**config.mk**
```make
export PLATFORM = sky130hd
export DESIGN_NAME = acc_cpu_param
export DESIGN_NICKNAME = d
export VERILOG_FILES = /design/src/rtl/acc_cpu_pkg.sv /design/src/rtl/acc_cpu_alu.sv /design/src/rtl/acc_cpu_param.sv
export SDC_FILE = /design/constraint.sdc
export NUM_CORES = 1
export LEC_CHECK = 0
export CAP_MARGIN = 20
export CORE_MARGIN = 2
export CORE_UTILIZATION = 55
export DETAILED_ROUTE_END_ITERATION = 6
export PLACE_DENSITY = 0.83
export SYNTH_ARGS = -nofsm -noshare
export SYNTH_HDL_FRONTEND = slang
export SYNTH_SLANG_ARGS = --single-unit
```
**constraint.sdc**
```tcl
create_clock -name clk -period 6.6 [get_ports clk]
set_input_delay 0.99 -clock clk [delete_from_list [all_inputs] [get_ports clk]]
set_output_delay 0.99 -clock clk [all_outputs]
set_load 0.02 [all_outputs]
```
**src/rtl/acc_cpu_pkg.sv**
```systemverilog
// Shared opcodes, FSM states and ALU selects for the accumulator CPU.
// Imported by acc_cpu_alu and acc_cpu_param.
package acc_cpu_pkg;

    localparam logic [3:0] OP_NOP  = 4'h0;
    localparam logic [3:0] OP_LDI  = 4'h1;
    localparam logic [3:0] OP_LDM  = 4'h2;
    localparam logic [3:0] OP_STA  = 4'h3;
    localparam logic [3:0] OP_ADDI = 4'h4;
    localparam logic [3:0] OP_ADDM = 4'h5;
    localparam logic [3:0] OP_SUBI = 4'h6;
    localparam logic [3:0] OP_SUBM = 4'h7;
    localparam logic [3:0] OP_JMP  = 4'h8;
    localparam logic [3:0] OP_BRZ  = 4'h9;
    localparam logic [3:0] OP_BRC  = 4'hA;
    localparam logic [3:0] OP_BRN  = 4'hB;
    localparam logic [3:0] OP_ANDI = 4'hC;
    localparam logic [3:0] OP_ORI  = 4'hD;
    localparam logic [3:0] OP_XORI = 4'hE;
    localparam logic [3:0] OP_HLT  = 4'hF;

    typedef enum logic [1:0] {
        ST_FETCH,
        ST_EXEC,
        ST_MEM,
        ST_HALT
    } state_t;

    typedef enum logic [2:0] {
        ALU_PASS,
        ALU_ADD,
        ALU_SUB,
        ALU_AND,
        ALU_OR,
        ALU_XOR
    } alu_op_t;

    function automatic alu_op_t alu_sel(input logic [3:0] op);
        case (op)
            OP_ADDI, OP_ADDM: return ALU_ADD;
            OP_SUBI, OP_SUBM: return ALU_SUB;
            OP_ANDI:          return ALU_AND;
            OP_ORI:           return ALU_OR;
            OP_XORI:          return ALU_XOR;
            default:          return ALU_PASS;
        endcase
    endfunction

    function automatic logic is_mem_op(input logic [3:0] op);
        return (op == OP_LDM) || (op == OP_STA) ||
               (op == OP_ADDM) || (op == OP_SUBM);
    endfunction

endpackage

```
**src/rtl/acc_cpu_alu.sv**
```systemverilog
// Combinational ALU: pass/add/sub/and/or/xor, modular over DATA_W.
// c is carry-out for add and borrow for sub.
module acc_cpu_alu
    import acc_cpu_pkg::*;
#(
    parameter int DATA_W = 8
) (
    input  logic [DATA_W-1:0] a,
    input  logic [DATA_W-1:0] b,
    input  alu_op_t           op,
    output logic [DATA_W-1:0] y,
    output logic              c
);

    logic [DATA_W:0] wide;

    always_comb begin
        wide = '0;
        y    = b;
        c    = 1'b0;
        unique case (op)
            ALU_ADD: begin
                wide = {1'b0, a} + {1'b0, b};
                y    = wide[DATA_W-1:0];
                c    = wide[DATA_W];
            end
            ALU_SUB: begin
                wide = {1'b0, a} - {1'b0, b};
                y    = wide[DATA_W-1:0];
                c    = wide[DATA_W];
            end
            ALU_AND:  y = a & b;
            ALU_OR:   y = a | b;
            ALU_XOR:  y = a ^ b;
            ALU_PASS: y = b;
            default:  y = b;
        endcase
    end

endmodule

```
**src/rtl/acc_cpu_param.sv**
```systemverilog
// Parametrised accumulator CPU, multi-cycle FSM over one req/ready memory port.
// Define TOYCPU_SCAN_EN to add the scan_en/scan_out state-capture chain.
module acc_cpu_param
    import acc_cpu_pkg::*;
#(
    parameter int                DATA_W   = 8,
    parameter int                ADDR_W   = 8,
    parameter logic [ADDR_W-1:0] RESET_PC = '0
) (
    input  logic              clk,
    input  logic              rst_n,
    input  logic              run,
    output logic              mem_req,
    output logic              mem_we,
    output logic [ADDR_W-1:0] mem_addr,
    output logic [DATA_W-1:0] mem_wdata,
    input  logic [DATA_W+3:0] mem_rdata,
    input  logic              mem_ready,
    output logic [DATA_W-1:0] acc_out,
    output logic [2:0]        flags,
    output logic              halted
`ifdef TOYCPU_SCAN_EN
    ,
    input  logic              scan_en,
    output logic              scan_out
`endif
);

    state_t              state;
    logic [DATA_W+3:0]   ir;
    logic [ADDR_W-1:0]   pc;
    logic [DATA_W-1:0]   acc;
    logic                fc, fz, fn;

    logic [3:0]          op;
    logic [DATA_W-1:0]   opd;
    logic [ADDR_W-1:0]   a;
    alu_op_t             alu_op;
    logic [DATA_W-1:0]   alu_b, alu_y;
    logic                alu_c;
    logic                acc_we, c_we, take;

    assign op     = ir[DATA_W+3:DATA_W];
    assign opd    = ir[DATA_W-1:0];
    assign a      = opd[ADDR_W-1:0];
    assign alu_op = alu_sel(op);
    assign alu_b  = (state == ST_MEM) ? mem_rdata[DATA_W-1:0] : opd;

    acc_cpu_alu #(.DATA_W(DATA_W)) u_alu (
        .a  (acc),
        .b  (alu_b),
        .op (alu_op),
        .y  (alu_y),
        .c  (alu_c)
    );

    always_comb begin
        acc_we = 1'b0;
        unique case (state)
            ST_EXEC: acc_we = op inside {OP_LDI, OP_ADDI, OP_SUBI,
                                         OP_ANDI, OP_ORI, OP_XORI};
            ST_MEM:  acc_we = mem_ready &&
                              (op inside {OP_LDM, OP_ADDM, OP_SUBM});
            default: acc_we = 1'b0;
        endcase
    end

    assign c_we = acc_we && (alu_op == ALU_ADD || alu_op == ALU_SUB);
    assign take = (op == OP_BRZ && fz) || (op == OP_BRC && fc) ||
                  (op == OP_BRN && fn);

    always_ff @(posedge clk) begin
        if (!rst_n) begin
            state <= ST_FETCH;
            pc    <= RESET_PC;
            ir    <= '0;
            acc   <= '0;
            fc    <= 1'b0;
            fz    <= 1'b0;
            fn    <= 1'b0;
        end else begin
            unique case (state)
                ST_FETCH: if (run && mem_ready) begin
                    ir    <= mem_rdata;
                    pc    <= pc + ADDR_W'(1);
                    state <= ST_EXEC;
                end
                ST_EXEC: begin
                    if (is_mem_op(op))    state <= ST_MEM;
                    else if (op == OP_HLT) state <= ST_HALT;
                    else                  state <= ST_FETCH;
                    // pc already points past this instruction
                    if (op == OP_JMP) pc <= a;
                    else if (take)    pc <= pc + a;
                end
                ST_MEM:  if (mem_ready) state <= ST_FETCH;
                ST_HALT: state <= ST_HALT;
                default: state <= ST_FETCH;
            endcase
            if (acc_we) begin
                acc <= alu_y;
                fz  <= (alu_y == '0);
                fn  <= alu_y[DATA_W-1];
                if (c_we) fc <= alu_c;
            end
        end
    end

    assign mem_req   = rst_n && ((state == ST_FETCH && run) ||
                                 state == ST_MEM);
    assign mem_we    = (state == ST_MEM) && (op == OP_STA);
    assign mem_addr  = (state == ST_MEM) ? a : pc;
    assign mem_wdata = acc;
    assign acc_out   = acc;
    assign flags     = {fc, fz, fn};
    assign halted    = (state == ST_HALT);

`ifdef TOYCPU_SCAN_EN
    localparam int SCAN_W = 4 + 2 * DATA_W + 3 + ADDR_W;
    logic [SCAN_W-1:0] scan_q;

    always_ff @(posedge clk) begin
        if (!rst_n)       scan_q <= '0;
        else if (scan_en) scan_q <= {scan_q[SCAN_W-2:0], 1'b0};
        else              scan_q <= {ir, acc, fc, fz, fn, pc};
    end

    assign scan_out = scan_q[SCAN_W-1];
`endif

endmodule

```
======== Yosys cells after proc, flatten, opt, wreduce, memory -nomap -nowiden ========
Index checks and enable logic that the tools add are counted.
word-level totals
  bits in registers ....................... 33
  output and inout port bits .............. 30
operators by class
  add/subtract/negate cells ............... 4
  eq/ne operators ......................... 26
  multiplexer cells ....................... 15
  bitwise gates (word level) .............. 3
  reductions and logical operators ........ 27
operators with widths
  kind                   count
  $mux W8                5
  $pmux W8 S5            1
  $eq A4 B4 Y1 const B   8
  $eq A4 B3 Y1 const B   4
  $pmux W8 S2            1
  $pmux W3 S5            1
  $add A8 B8 Y9          1
  $logic_and A1 B1 Y1    9
  $sub A8 B8 Y9          1
  $add A8 B1 Y8 const B  1
  $add A8 B8 Y8          1
  $and A8 B8 Y8          1
  $eq A4 B2 Y1 const B   2
  $logic_not A8 Y1       1
  $mux W2                4
  $or A8 B8 Y8           1
  $pmux W2 S4            1
  $xor A8 B8 Y8          1
  $logic_or A1 B1 Y1     7
  $eq A3 B2 Y1 const B   2
  $eq A3 B3 Y1 const B   2
  $reduce_and A2 Y1      3
  $reduce_bool A6 Y1     1
  $eq A2 B2 Y1 const B   2
  11 further kinds       14

======== Depth between registers and ports, before layout ========
  depth in word-level cells ............... 7
  gate-level depth with buffers ........... 15
  gate-level depth less buffers ........... 14

======== Hierarchy ========
Synthesis repeated with hierarchy kept, for this count alone.
unflattened totals
  cell total of the unflattened synthesis .. 518
  area total of the unflattened synthesis .. 3,818.7 um^2
by module, submodules not included
  module         instances  cells an instance  area each (um^2)
  acc_cpu_param  1          309                2,451.1
  acc_cpu_alu    1          209                1,367.6

======== Least setup slack after synthesis ========
OpenSTA, ideal clock, no wires.
  path kind ............................... input port to flip-flop
  start point ............................. in mem_rdata[1]
  end point ............................... reg acc[6] (netlist: acc_out[6])
  arrival ................................. 3,127 ps
  data required time ...................... 6,485 ps
  path slack .............................. 3,358 ps
  stages .................................. 11
  buffers on the path ..................... 0
  cell sequence ........................... mux2i_2 > inv_1 > ha_1 > inv_1 > ha_1 > a221oi_1 > a2bb2oi_1 > xnor2_1 > a221oi_1 > o21ai_0 > and2_1
on the way
  word-level cells in the longest chain between the ends .. 3
ends and longest elaborated chain
  item                                                   line                                  source
  start, declared                                        acc_cpu_param.sv:17                   input logic [DATA_W+3:0] mem_rdata,
  $mux W8 (*)                                            acc_cpu_param.sv:47                   assign alu_b = (state == ST_MEM) ? mem_rdata[DATA_W-1:0] : opd;
  $sub A8 B8 Y9 / $add A8 B8 Y9 (equally long branches)  acc_cpu_alu.sv:28, acc_cpu_alu.sv:23
  $pmux W8 S5 (*)                                        acc_cpu_alu.sv:21                     unique case (op)
  end signal, assigned                                   acc_cpu_param.sv:101                  acc <= alu_y;
  end, declared                                          acc_cpu_param.sv:32                   logic [DATA_W-1:0] acc;
Every way passes the cells marked *; elsewhere a longest branch is shown, timed or not.
A chain may end at the register's enable or synchronous reset.

======== Worst setup path after layout ========
  start point ............................. reg state[0]
  end point ............................... reg fz
on the way
  word-level cells in the longest chain between the ends .. 5
ends and longest elaborated chain
  item                                   line                                      source
  start, declared                        acc_cpu_param.sv:29                       state_t state;
  start signal, assigned                 acc_cpu_param.sv:74                       state <= ST_FETCH;
  start signal, assigned                 acc_cpu_param.sv:86                       state <= ST_EXEC;
  start signal, assigned                 acc_cpu_param.sv:89                       if (is_mem_op(op)) state <= ST_MEM;
  $eq A2 B2 Y1                           acc_cpu_param.sv:47, acc_cpu_param.sv:59
  $mux W8                                acc_cpu_param.sv:47
  $sub A8 B8 Y9 (tied with other cells)  acc_cpu_alu.sv:28                         wide = {1'b0, a} - {1'b0, b};
  $pmux W8 S5                            acc_cpu_alu.sv:21
  $logic_not A8 Y1                       acc_cpu_param.sv:102                      fz <= (alu_y == '0);
  end signal, assigned                   acc_cpu_param.sv:102
  end, declared                          acc_cpu_param.sv:33                       logic fc, fz, fn;
Several ways; a longest one is shown, not always the timed one.

==> impl_results.md <==
- Worst Path Max Fanout: 22
- DRT Pass-1 Iters: 5
- Drt wl/cell: 16.97 µm
- R2R Path End: fz
- Crit-path cells: inv_1 -> ha_1 -> mux2i_2 -> inv_1 -> ha_1 -> inv_1 -> ha_1 -> mux2i_1 -> o22ai_1 -> a311oi_1 -> o211ai_1 -> nor4b_1 -> and3_1 -> a31o_1
- Reg2reg start: state[0]
- Die W: 83.36 µm
- CP Capture Type: register
- Clock share of power: 0.368
- Worst-Margin Slew: 0.9998 ns
- WP buf/inv: 3
- Synth top area share: 0.1850
- Cell variety after synth: 64
- Minimum clock period: 4.202 ns
- DIE AREA: 6948 µm²
- Critical Path AT: 4.44 ns
- Most instantiated cells after synthesis: 47 x nand2_1, 35 x ha_1, 35 x inv_1
- Required time of the critical path: 6.84 ns
- Hold WC Path Type: reg -> reg
- Clk_lat worst skew: 0.29 ns
- Leakage power: 1.549 nW
- CTS clock-pin slew for the worst setup and hold paths: 0.07 ns
- Slew headroom: 0.3335
- Syn Inst Count: 461
- Hold Path Depth: 2
- Int Pwr: 0.0003921 W
- Filler cells: 494
- Setup tns final: 0 ns
- Chip height: 83.36 µm
- CTS tree: done
- Fmax: 0.2380 GHz
- Comb power frac: 0.254
- RSZ-0062 raised after global routing: false
- Max incr delay on CP: 0.83 ns
- Max-slew violations: 0
- Highest-delay cell along the critical path: ha_1
- Synth area leader: dfxtp_1
- Bufs on Longest Clock Path: 2
- First-pass GRT wire length: 15.91 mm
- Outcome: finished, final reports clean
- Kind of critical path: reg -> reg
- Ports: 46
- Hold-fix buffers, CTS: 0
- Reg power frac: 0.378
- Total grt overflow: 0
- H-tree lvl count: 2
- Diode count: 0
- Max cap viols: 0
- Hold Slack: 0.5054 ns
- Worst Skew: 0.008068 ns
- Starting density of the core: 0.5781
- FP Rows: 28
- Largest net degree at the start of global routing: 32
- Synth Net Count: 514
- # setup viols final: 0
- Net Sw Frac: 0.3073
- Post_cts resized: 0
- Post-CTS repair timing setup buffer count: 0
- Period utilization: 0.6366
- Initial antenna violation count: 0
- Sw Pwr: 0.0001739 W
- Min-Delay Endpoint: fc
- Post-synth top flop: dfxtp_1
- Core area: 5991 µm²
- Synth area leaders: dfxtp_1 18%, ha_1 13%, nand2_1 5.1%, a21oi_1 4.8%, mux2i_1 4.0%
- Number of global-route vias before repair: 3354
- Syn Area/Cell: 7.513 µm²
- Post-synth EDFFs: 0
- Sequential area share after synthesis: 0.1850
- YS warnings: 0
- Total power: 0.0005661 W
- Hold path startpoint: fc
- Avg Vias per Cell: 6.381
- Clock buffer count from CTS: 5
- Most frequent cell after synthesis: nand2_1
- Share of cells above drive strength 1: 0.06029
- CTS sink count: 32
- Startpoint types: register
- Initial DRC count: 369
- CP Depth: 14
- DR vias: 3548
- Cell area after synthesis: 3463 µm²
- R2r setup slk: 2.40 ns
- Port Buffers: 45
- Root Driver: clkbuf_8
- Cells on worst reg2reg path: 14
- Async S/R FF share, synth: 0
- DRC: 0
- RD Place Congestion: 1.030
- Detailed Route WL: 9.437 mm
- Antenna viol nets, final: 0
- Area Overhead vs Synth: 14.56%
- CP top delay family: adder cells
- Nets: 533
- Hpwl dp: 7.064 mm
- Pwr/cell area: 142.7 nW/µm²
- Hold Fails Final Rpt: 0
- #FFs+latches synth: 32
- GRT Resource Usage Total: 0.2722
- Maximum VDD drop: 112.0 µV
[registers in the layout (all words and copies together), names as in the netlist]
register / count
pc: 8
fc: 1
acc_out: 8
state: 2
ir: 12
fz: 1
[metrics by stage]
| step | utilization | instance area [µm²] | setup slack, ns | std cells |
|---|---|---|---|---|
| global placement | 0.6412 | 3841 | 2.611 | 548 |
| global route | 0.6623 | 3968 | 2.093 | 556 |
| floorplan | - | 3463 | 3.358 | 461 |
| CTS | 0.6623 | 3968 | 2.590 | 556 |
| detailed placement | 0.6412 | 3841 | 2.533 | 548 |
| finish | 0.6623 | 3968 | 2.398 | 556 |
[final cells by class]
cell class	count	area, µm²	share of cell area
Clock buffer	7	96.34	0.02428
Clock inverter	1	30.03	0.007569
Inverter	36	135.1	0.03406
Multi-Input combinational cell	356	2491	0.6279
Sequential cell	32	640.6	0.1615
Tap cell	75	93.84	0.02365
Timing Repair Buffer	49	480.5	0.1211
[worst max path at each step]
stage                             from          to  slack, ns
after floorplan           mem_rdata[1]  acc_out[6]       3.36
after global placement    mem_rdata[1]  acc_out[6]       2.61
after detailed placement  mem_rdata[1]          fz       2.53
after CTS                     state[0]          fz       2.59
after global routing          state[0]          fz       2.09
final                         state[0]          fz       2.40
[worst min-delay path: cells and delay by family (launching register included)]
kind | cells | cell delay, ns
compound gates | 2 | 0.13
flops | 1 | 0.33
[power by group through the flow]
stage	Combinational [W]	Sequential [W]	Clock, W
floorplan	0.000105	0.000211	0
global route	0.000158	0.000215	0.000217
finish	0.000144	0.000214	0.000208
global placement	0.000138	0.000217	0
CTS	0.000142	0.000213	0.000208
detailed placement	0.000141	0.000218	0
[logic make-up after synthesis]
kind of cell,share of synthesized area
compound gates,0.2757
xor+xnor,0.01770
fa+ha+maj,0.1380
buf+inv,0.09574
flops,0.1850
mux,0.07695
simple gates,0.2110
[placed cells by master, fill, tap and decap left out, drive strengths merged, types with 3 or more instances in the layout]
master and n:
nor3b 4, a21o 4, nand3 8, a21oi 33
a2111oi 3, xnor2 4, nand2 47, o21a 3
o41ai 3, and2 5, a22o 3, mux2i 15
a21boi 3, mux2 10, clkdlybuf4s50 45, a22oi 7
inv 35, ha 35, a221oi 3, nor2b 8
o221ai 3, o31ai 3, o311a 3, dfxtp 32
clkbuf 7, o211ai 7, nand2b 10, nor3 10
or2 3, nor2 31, o22ai 4, a31oi 9
o21ai 24, a311oi 3, buf 4, xor2 3
and3 12
[metal layers]
| layer | track usage | up-vias | wire, µm |
|---|---|---|---|
| met4 | 0.1028 | 0 | 284 |
| met5 | 0 | - | 0 |
| li1 | - | 1691 | - |
| met3 | 0.03479 | 35 | 674 |
| met2 | 0.4597 | 167 | 4561 |
| met1 | 0.3525 | 1655 | 3917 |
(Power assumes the default switching activity.)
